$ cat config.mk
export PLATFORM = sky130hd
export DESIGN_NAME = rf_wb_queue
export DESIGN_NICKNAME = d
export VERILOG_FILES = /design/src/rtl/rf_wb_pkg.sv /design/src/rtl/rf_wb_fwd_match.sv /design/src/rtl/rf_wb_queue.sv
export SDC_FILE = /design/constraint.sdc
export NUM_CORES = 1
export LEC_CHECK = 0
export CORE_MARGIN = 4
export CORE_UTILIZATION = 53
export DETAILED_ROUTE_END_ITERATION = 6
export PLACE_DENSITY = 0.77
export SKIP_LAST_GASP = 1
export SLEW_MARGIN = 20
export SYNTH_ARGS = -nofsm -noshare
export SYNTH_HDL_FRONTEND = slang
export SYNTH_SLANG_ARGS = --single-unit
export TNS_END_PERCENT = 30
$ cat constraint.sdc
create_clock -name clk -period 4.3 [get_ports clk]
set_input_delay 1.075 -clock clk [delete_from_list [all_inputs] [get_ports clk]]
set_output_delay 1.075 -clock clk [all_outputs]
set_load 0.1 [all_outputs]
$ cat src/rtl/rf_wb_pkg.sv
// Shared widths and the queue entry type for the register-file write-back queue.
package rf_wb_pkg;

    localparam int unsigned XLEN   = 32;
    localparam int unsigned REG_AW = 5;

    typedef struct packed {
        logic [REG_AW-1:0] rd;
        logic [XLEN-1:0]   data;
    } wb_entry_t;

endpackage

$ cat src/rtl/rf_wb_fwd_match.sv
// Youngest-first forwarding search over the pending queue entries and the
// output register for one decode read port.
module rf_wb_fwd_match
    import rf_wb_pkg::*;
#(
    parameter int unsigned DEPTH = 4
) (
    input  wb_entry_t                      entries [DEPTH],
    input  logic [$clog2(DEPTH)-1:0]       head,
    input  logic [$clog2(DEPTH+1)-1:0]     count,
    input  logic                           out_valid,
    input  wb_entry_t                      out_entry,
    input  logic [REG_AW-1:0]              rr,
    output logic                           hit,
    output logic [XLEN-1:0]                data
);

    localparam int unsigned PW = $clog2(DEPTH);
    localparam int unsigned CW = $clog2(DEPTH+1);

    logic [PW-1:0] idx;

    // Walk oldest to youngest so that later (younger) matches overwrite older ones.
    always_comb begin
        hit  = 1'b0;
        data = '0;
        idx  = '0;
        if (out_valid && out_entry.rd == rr) begin
            hit  = 1'b1;
            data = out_entry.data;
        end
        for (int unsigned i = 0; i < DEPTH; i++) begin
            idx = head + PW'(i);
            if (CW'(i) < count && entries[idx].rd == rr) begin
                hit  = 1'b1;
                data = entries[idx].data;
            end
        end
        if (rr == '0) begin
            hit  = 1'b0;
            data = '0;
        end
    end

endmodule

$ cat src/rtl/rf_wb_queue.sv
// Two-producer write-back queue draining one result per cycle into the
// register file write port, with read-side forwarding of pending writes.
module rf_wb_queue #(
    parameter int unsigned DEPTH = 4,
    parameter int unsigned XLEN  = rf_wb_pkg::XLEN,
    parameter int unsigned AW    = rf_wb_pkg::REG_AW
) (
    input  logic                         clk,
    input  logic                         rst,
    input  logic                         a_valid,
    input  logic [AW-1:0]                a_rd,
    input  logic [XLEN-1:0]              a_data,
    output logic                         a_ready,
    input  logic                         b_valid,
    input  logic [AW-1:0]                b_rd,
    input  logic [XLEN-1:0]              b_data,
    output logic                         b_ready,
    output logic                         wen,
    output logic [AW-1:0]                wR,
    output logic [XLEN-1:0]              wD,
    input  logic [AW-1:0]                rR1,
    input  logic [AW-1:0]                rR2,
    output logic                         fwd1_hit,
    output logic                         fwd2_hit,
    output logic [XLEN-1:0]              fwd1_data,
    output logic [XLEN-1:0]              fwd2_data,
    output logic [$clog2(DEPTH+1)-1:0]   count
);

    import rf_wb_pkg::*;

    localparam int unsigned PW = $clog2(DEPTH);
    localparam int unsigned CW = $clog2(DEPTH+1);

    wb_entry_t     q_mem [DEPTH];
    logic [PW-1:0] head_q;
    logic [PW-1:0] tail_q;
    logic [CW-1:0] count_q;
    logic [CW-1:0] count_d;
    logic [CW-1:0] free;
    logic          wen_q;
    wb_entry_t     out_q;

    logic          a_fire;
    logic          b_fire;
    logic          a_push;
    logic          b_push;
    logic          pop;
    logic [PW-1:0] b_slot;
    wb_entry_t     a_ent;
    wb_entry_t     b_ent;

    // Free space is judged on the pre-pop count: a slot popped this cycle
    // only becomes usable on the next one.
    assign free    = CW'(DEPTH) - count_q;
    assign a_ready = !rst && (free >= CW'(1));
    assign b_ready = !rst && (free >= (a_valid ? CW'(2) : CW'(1)));

    assign a_fire = a_valid && a_ready;
    assign b_fire = b_valid && b_ready;
    // Writes to x0 complete the handshake but are dropped.
    assign a_push = a_fire && (a_rd != '0);
    assign b_push = b_fire && (b_rd != '0);
    assign pop    = (count_q != '0);

    assign b_slot = a_push ? tail_q + PW'(1) : tail_q;

    always_comb begin
        a_ent      = '0;
        a_ent.rd   = a_rd;
        a_ent.data = a_data;
        b_ent      = '0;
        b_ent.rd   = b_rd;
        b_ent.data = b_data;
    end

    assign count_d = count_q + CW'(a_push) + CW'(b_push) - CW'(pop);

    // Entry storage needs no reset: only slots between head and tail are observed.
    always_ff @(posedge clk) begin
        if (a_push) q_mem[tail_q] <= a_ent;
        if (b_push) q_mem[b_slot] <= b_ent;
    end

    always_ff @(posedge clk) begin
        if (rst) begin
            head_q  <= '0;
            tail_q  <= '0;
            count_q <= '0;
            wen_q   <= 1'b0;
            out_q   <= '0;
        end else begin
            tail_q  <= tail_q + PW'(a_push) + PW'(b_push);
            head_q  <= head_q + PW'(pop);
            count_q <= count_d;
            wen_q   <= pop;
            if (pop) out_q <= q_mem[head_q];
        end
    end

    assign wen   = wen_q;
    assign wR    = out_q.rd;
    assign wD    = out_q.data;
    assign count = count_q;

    rf_wb_fwd_match #(
        .DEPTH (DEPTH)
    ) u_fwd1 (
        .entries   (q_mem),
        .head      (head_q),
        .count     (count_q),
        .out_valid (wen_q),
        .out_entry (out_q),
        .rr        (rR1),
        .hit       (fwd1_hit),
        .data      (fwd1_data)
    );

    rf_wb_fwd_match #(
        .DEPTH (DEPTH)
    ) u_fwd2 (
        .entries   (q_mem),
        .head      (head_q),
        .count     (count_q),
        .out_valid (wen_q),
        .out_entry (out_q),
        .rr        (rR2),
        .hit       (fwd2_hit),
        .data      (fwd2_data)
    );

endmodule

## After elaboration in Yosys (flattened, before gate mapping)

Cells that the tools add are included.

- Register bits: 193
- Logic and storage cells: 125

- $add $sub $neg: 11
- Order comparisons: 14
- Equality and inequality tests: 10
- Mux-type cells: 46
- Bitwise operators: 6
- Reductions and logical operators: 24

Operators with widths:

| operator | number |
|---|---|
| $mux 32 | 12 |
| $mux 37 | 10 |
| $bmux 37 s2 | 4 |
| $bwmux 148 | 2 |
| $mux 148 | 2 |
| $demux 37 s2 | 2 |
| $eq 5x5->1 | 10 |
| $ge 3x3->1 const B | 6 |
| $logic_and 1x1->1 | 18 |
| $not 2->3 | 6 |
| $mux 1 | 12 |
| $logic_not 5->1 | 2 |
| $reduce_bool 5->1 | 2 |
| $add 2x1->2 | 3 |
| $add 3x1->3 | 2 |
| $lt 1x3->1 const A | 2 |
| $lt 2x3->1 const A | 2 |
| $lt 3x1->1 const B | 2 |
| $add 2x1->2 const B | 2 |
| $add 2x2->2 const B | 2 |
| $mux 2 | 2 |
| $ge 3x1->1 const B | 1 |
| $ge 3x2->1 | 1 |
| $reduce_bool 3->1 | 1 |
| other kinds (3) | 3 |

## Depth between registers and ports, before layout

- Depth in word-level cells: 13
- Depth in mapped cells: 12

## Cells and area by module

Synthesis repeated with hierarchy kept, for this count alone.

- Cells, all modules: 2042
- Area, all modules: 19407.4 µm²

Modules (own cells, without submodules):

| module | instances | cells each | area each (µm²) |
|---|---|---|---|
| rf_wb_fwd_match | 2 | 646 | 4899.7 |
| rf_wb_queue | 1 | 750 | 9608.0 |

## Least setup slack after synthesis

No wires, ideal clock.

- Path kind: input to output
- Start: in rR1[1]
- End: out fwd1_data[10]
- Data arrival time: 4.861 ns
- Required time: 3.225 ns
- Path slack: -1.636 ns
- Stages on the path: 8
- Buffers on the path: 2
- Path through: clkbuf_1 -> xor2_1 -> nor4_1 -> nand3_1 -> a21oi_1 -> clkbuf_1 -> a221oi_1 -> o31ai_1

- Cells in the longest elaborated chain, start to end: 8
- Elaborated cells between the ends (all ways): 17
- Those cells by class: eq/ne: 5; mux: 6; reduce/logical: 6

RTL lines:

| what | RTL line | source |
|---|---|---|
| start: declaration | rf_wb_queue.sv:21 | `input logic [AW-1:0] rR1,` |
| $eq 5x5->1 | rf_wb_fwd_match.sv:28 | `if (out_valid && out_entry.rd == rr) begin` |
| $logic_and 1x1->1 | rf_wb_fwd_match.sv:28 |  |
| $mux 32 | rf_wb_fwd_match.sv:28 |  |
| $mux 32 (4 in series) | rf_wb_fwd_match.sv:34 | `if (CW'(i) < count && entries[idx].rd == rr) begin` |
| $mux 32 (*) | rf_wb_fwd_match.sv:39 | `if (rr == '0) begin` |
| end: declaration | rf_wb_queue.sv:25 | `output logic [XLEN-1:0] fwd1_data,` |

Mark *: on every way between the ends. The rest lies on a longest branch, timed or not.

## Final worst setup path

- Start: reg head_q[1]
- End: out fwd1_data[27]

- Cells in the longest elaborated chain, start to end: 11
- Elaborated cells between the ends (all ways): 32
- Those cells by class: add/sub: 3; eq/ne: 4; mux: 17; bitwise: 4; reduce/logical: 4

RTL lines:

| what | RTL line | source |
|---|---|---|
| start: declaration | rf_wb_queue.sv:36 | `logic [PW-1:0] head_q;` |
| start signal: assignment | rf_wb_queue.sv:94 | `head_q <= head_q + PW'(pop);` |
| $add 2x1->2 / $not 2->3 (equally long branches) | rf_wb_fwd_match.sv:33, rf_wb_fwd_match.sv:34, rf_wb_fwd_match.sv:36 |  |
| $not 2->3 (implied by the code) / $bmux 37 s2 (equally long branches) | rf_wb_fwd_match.sv:34, rf_wb_fwd_match.sv:36 |  |
| $bmux 37 s2 / $mux 37 (equally long branches) | rf_wb_fwd_match.sv:34, rf_wb_fwd_match.sv:36 |  |
| $mux 37 (implied by the code) | rf_wb_fwd_match.sv:34 |  |
| $mux 37 (implied by the code) / $eq 5x5->1 (equally long branches) | rf_wb_fwd_match.sv:34 |  |
| $eq 5x5->1 / $logic_and 1x1->1 (equally long branches) | rf_wb_fwd_match.sv:34 |  |
| $logic_and 1x1->1 / $mux 32 (equally long branches) | rf_wb_fwd_match.sv:34 |  |
| $mux 32 (2 in series) | rf_wb_fwd_match.sv:34 |  |
| $mux 32 (*) | rf_wb_fwd_match.sv:34 |  |
| $mux 32 (*) | rf_wb_fwd_match.sv:39 |  |

Mark *: on every way between the ends. The rest lies on a longest branch, timed or not. The select of a mux whose other input is x is not followed.

==> results.py <==
metrics = {
    "global_route": {
        "grt_util_all_layers": 0.398,
        "grt_max_degree": 130,
        "overflow": 0,
        "grt_pass1_wl_mm": 94.0,
        "antenna_found_initial": 4,
        "grt_pass1_vias": 16300,
    },
    "pwr": {
        "power_mw": 19.6,
        "peakVddDrop_uv": 675,
        "p_per_area_nw_per_um2": 887,
        "p_leak_nw": 8.68,
    },
    "synthesis": {
        "synth_top_cell_by_area": "dfxtp_1",
        "synthesis.area_um2": 14500,
        "synth_top_area_share": 0.267,
        "ys_types": 46,
        "synth_enable_flop_cells": 0,
        "syn_area_per_cell_um2": 9.63,
        "netlist_instances": 1500,
        "ys.warnings.count": 0,
        "ys_seq_elements": 193,
        "mappedNetlistNets": 1604,
        "ys_async_sr_fraction": 0,
        "ys_seq_area_frac": 0.267,
        "synth_area_leaders": "dfxtp_1 (27%), mux4_2 (23%), mux2i_1 (11%), nand2_1 (4.2%), nor2_1 (4.0%)",
        "synth_flop_cell": "dfxtp_1",
    },
    "timing": {
        "finalSetupViolCount": 66,
        "finalHoldViolCount": 0,
        "tightest_slew_ns": 1.04,
        "fmax_ghz": 0.203,
        "slew_viol_final": 0,
        "rsz0062_at_grt": "yes",
        "fin_ws_ns": -0.638,
        "period_needed_ns": 4.94,
        "skew_ns": 0.0147,
        "period_share": 1.15,
        "relSlewSlack": 0.305,
    },
    "detailed_routing": {
        "wl_per_cell_um": 34.4,
        "num_vias": 17000,
        "drt_iter0_drc": 3434,
        "first_pass_iters": 7,
        "remaining_drc_errors": 25,
        "vias_per_cell": 8.04,
        "wirelength_mm": 72.9,
        "postRouteAntennaNets": 0,
    },
    "status": {
        "outcome": "finished, violations left",
        "failed_checks": "design-rule violations, negative setup slack",
    },
    "clocking": {
        "worstSkewPairLatency_ns": 0.46,
        "cts.sinks": 193,
        "htree_levels": 4,
        "clockBufferDepth": 2,
        "cts_buffers": 17,
        "cts_tree": "built",
        "clk_pin_slew_worst_paths_ns": 0.08,
        "cts-root-buf": "clkbuf_16",
    },
    "setup_path": {
        "r2r_end": "q_mem[24]$_DFF_P_",
        "critPathRequiredTime_ns": 3.22,
        "arrival_ns": 3.86,
        "cp_max_fo": 32,
        "critPathKind": "reg -> out",
        "crit_end": "fwd1_data[27]",
        "cp_slowest_cell": "a32oi_1",
        "cp-startpoint": "head_q[1]$_SDFF_PP0_",
        "cp.depth": 10,
        "crit_family": "compound AO/OA/AOI/OAI gates",
        "rr_worst_depth": 12,
        "r2r_slack_ns": 0.66,
        "path_buf_inv": 4,
        "critPathMaxStageDelay_ns": 0.69,
        "worstReg2RegStart": "count[0]$_SDFF_PP0_",
        "startpoint_type": "flop",
        "endpoint_kind": "primary output",
        "cp_common_cell": "buf_12",
        "path_cells": "buf_6, buf_8, mux4_2, xnor2_1, nand4_1, or2_1, buf_12, a32oi_1, o31ai_4, buf_12",
    },
    "layout": {
        "mostFrequentLayoutCell": "dfxtp_1",
        "n_fill_cell": 1253,
        "layout.cells.most_common_list": "dfxtp_1 (189), mux2i_1 (154), nand2_1 (154)",
        "regArea_um2": 3870,
        "area_growth_pct": 52.8,
        "fin_util": 0.822,
        "multi_input_area_um2": 12000,
        "num-nets-final": 1868,
        "drive_gt1_frac": 0.378,
    },
    "floorplan": {
        "ios": 197,
        "core_um2": 26900,
        "dieArea_um2": 30000,
        "die_w_um": 173,
        "die_h_um": 173,
        "start_util": 0.538,
        "rows": 60,
    },
    "place": {
        "place.gp.congestion": 0.938,
        "post-place-ws_ns": -0.572,
        "dp_hpwl_mm": 33.9,
        "port_buffers": 196,
    },
    "flow_run": {
        "cap_violations": 0,
    },
    "worst_hold_path": {
        "hold_path_class": "reg -> reg",
    },
}
==> power breakdown <==
group	total, mW	internal (mW)	switching [mW]
registers	4.04	2.68	1.35
logic	13.9	5.66	8.23
clock network	1.66	0.777	0.881
total	19.6	9.12	10.5
==> tightest hold or removal path, delay by kind of cell, from the launching register on <==
family | cells | cell delay [ns]
and+or+nand+nor | 1 | 0.08
DFF | 1 | 0.36
AOI/OAI and AO/OA | 1 | 0.05
==> stage by stage <==
stage                     TNS (ns)  area (um^2)  instances  hold WS (ns)
after global routing        -20.85        22100       2120         0.567
after floorplan             -10.26        15700       1500         0.536
after detailed placement    -28.50        19300       2011         0.496
after CTS                   -0.840        21300       2086         0.518
after global placement      -26.17        19300       2011         0.482
final                       -18.28        22100       2120         0.541
==> how the worst min path moves through the flow <==
stage | start | to | slack (ns) | cells past startpoint
after detailed placement | wD[7]$_SDFFE_PP0N_ | wD[7]$_SDFFE_PP0N_ | 0.50 | 2
after global routing | wD[9]$_SDFFE_PP0N_ | wD[9]$_SDFFE_PP0N_ | 0.57 | 2
after CTS | wD[30]$_SDFFE_PP0N_ | wD[30]$_SDFFE_PP0N_ | 0.52 | 2
final | wR[4]$_SDFFE_PP0N_ | wR[4]$_SDFFE_PP0N_ | 0.54 | 2
after floorplan | q_mem[34]$_DFF_P_ | q_mem[34]$_DFF_P_ | 0.54 | 2
after global placement | wD[9]$_SDFFE_PP0N_ | wD[9]$_SDFFE_PP0N_ | 0.48 | 2
==> layer usage <==
layer | track usage | part of all wire | vias up
li1 | - | - | 6344
met1 | 0.458 | 0.31 | 7982
met2 | 0.610 | 0.43 | 2000
met3 | 0.141 | 0.16 | 717
met4 | 0.301 | 0.10 | 2
met5 | 0 | 0.00016 | -
==> area by class of cell <==
cell class,instances,area share
repair buffers,402,0.234
diodes,2,0.000227
clock inverters,14,0.00640
flip-flops and latches,193,0.175
multi-input cells,1137,0.543
well taps,341,0.0193
inverters,13,0.00221
clock buffers,18,0.0194
==> state kept, by name, summed over array words and instances (netlist names) <==
register	cells
tail_q	2
wR	5
count	3
wD	32
q_mem	148
wen	1
head_q	2
==> what timing repair did <==
| item | 4_1_cts | 5_1_grt |
|---|---|---|
| buffers inserted | 33 | 34 |
| hold buffers | 0 | 0 |
| pin swaps | 39 | 42 |
| resized for setup | 130 | 87 |
| endpoints found under the setup margin | 66 | 65 |
| cloned | 13 | 5 |
| hold endpoints to repair | 0 | 0 |
==> cell usage after synthesis, types with 12 or more instances <==
cell type,number
nor2b_1,12
a21oi_1,115
nand2_1,161
nor2_1,154
clkbuf_1,78
ha_1,13
xnor2_1,20
a221oi_1,64
a32oi_1,64
buf_2,51
o31ai_1,64
mux4_2,145
mux2i_1,160
xor2_1,25
dfxtp_1,193
o21ai_0,78
==> logic make-up (layout without fill, tap and decap cells) <==
kind of cell / count (synthesis) / in the layout / synth area share
flops: 193 / 193 / 0.267
simple gates: 362 / 362 / 0.103
xor+xnor: 45 / 45 / 0.0273
compound gates: 406 / 406 / 0.192
other cells: 0 / 2 / 0
buf+inv: 170 / 447 / 0.0564
mux: 308 / 308 / 0.339
fa+ha+maj: 16 / 16 / 0.0154
(Power assumes the default switching activity.)
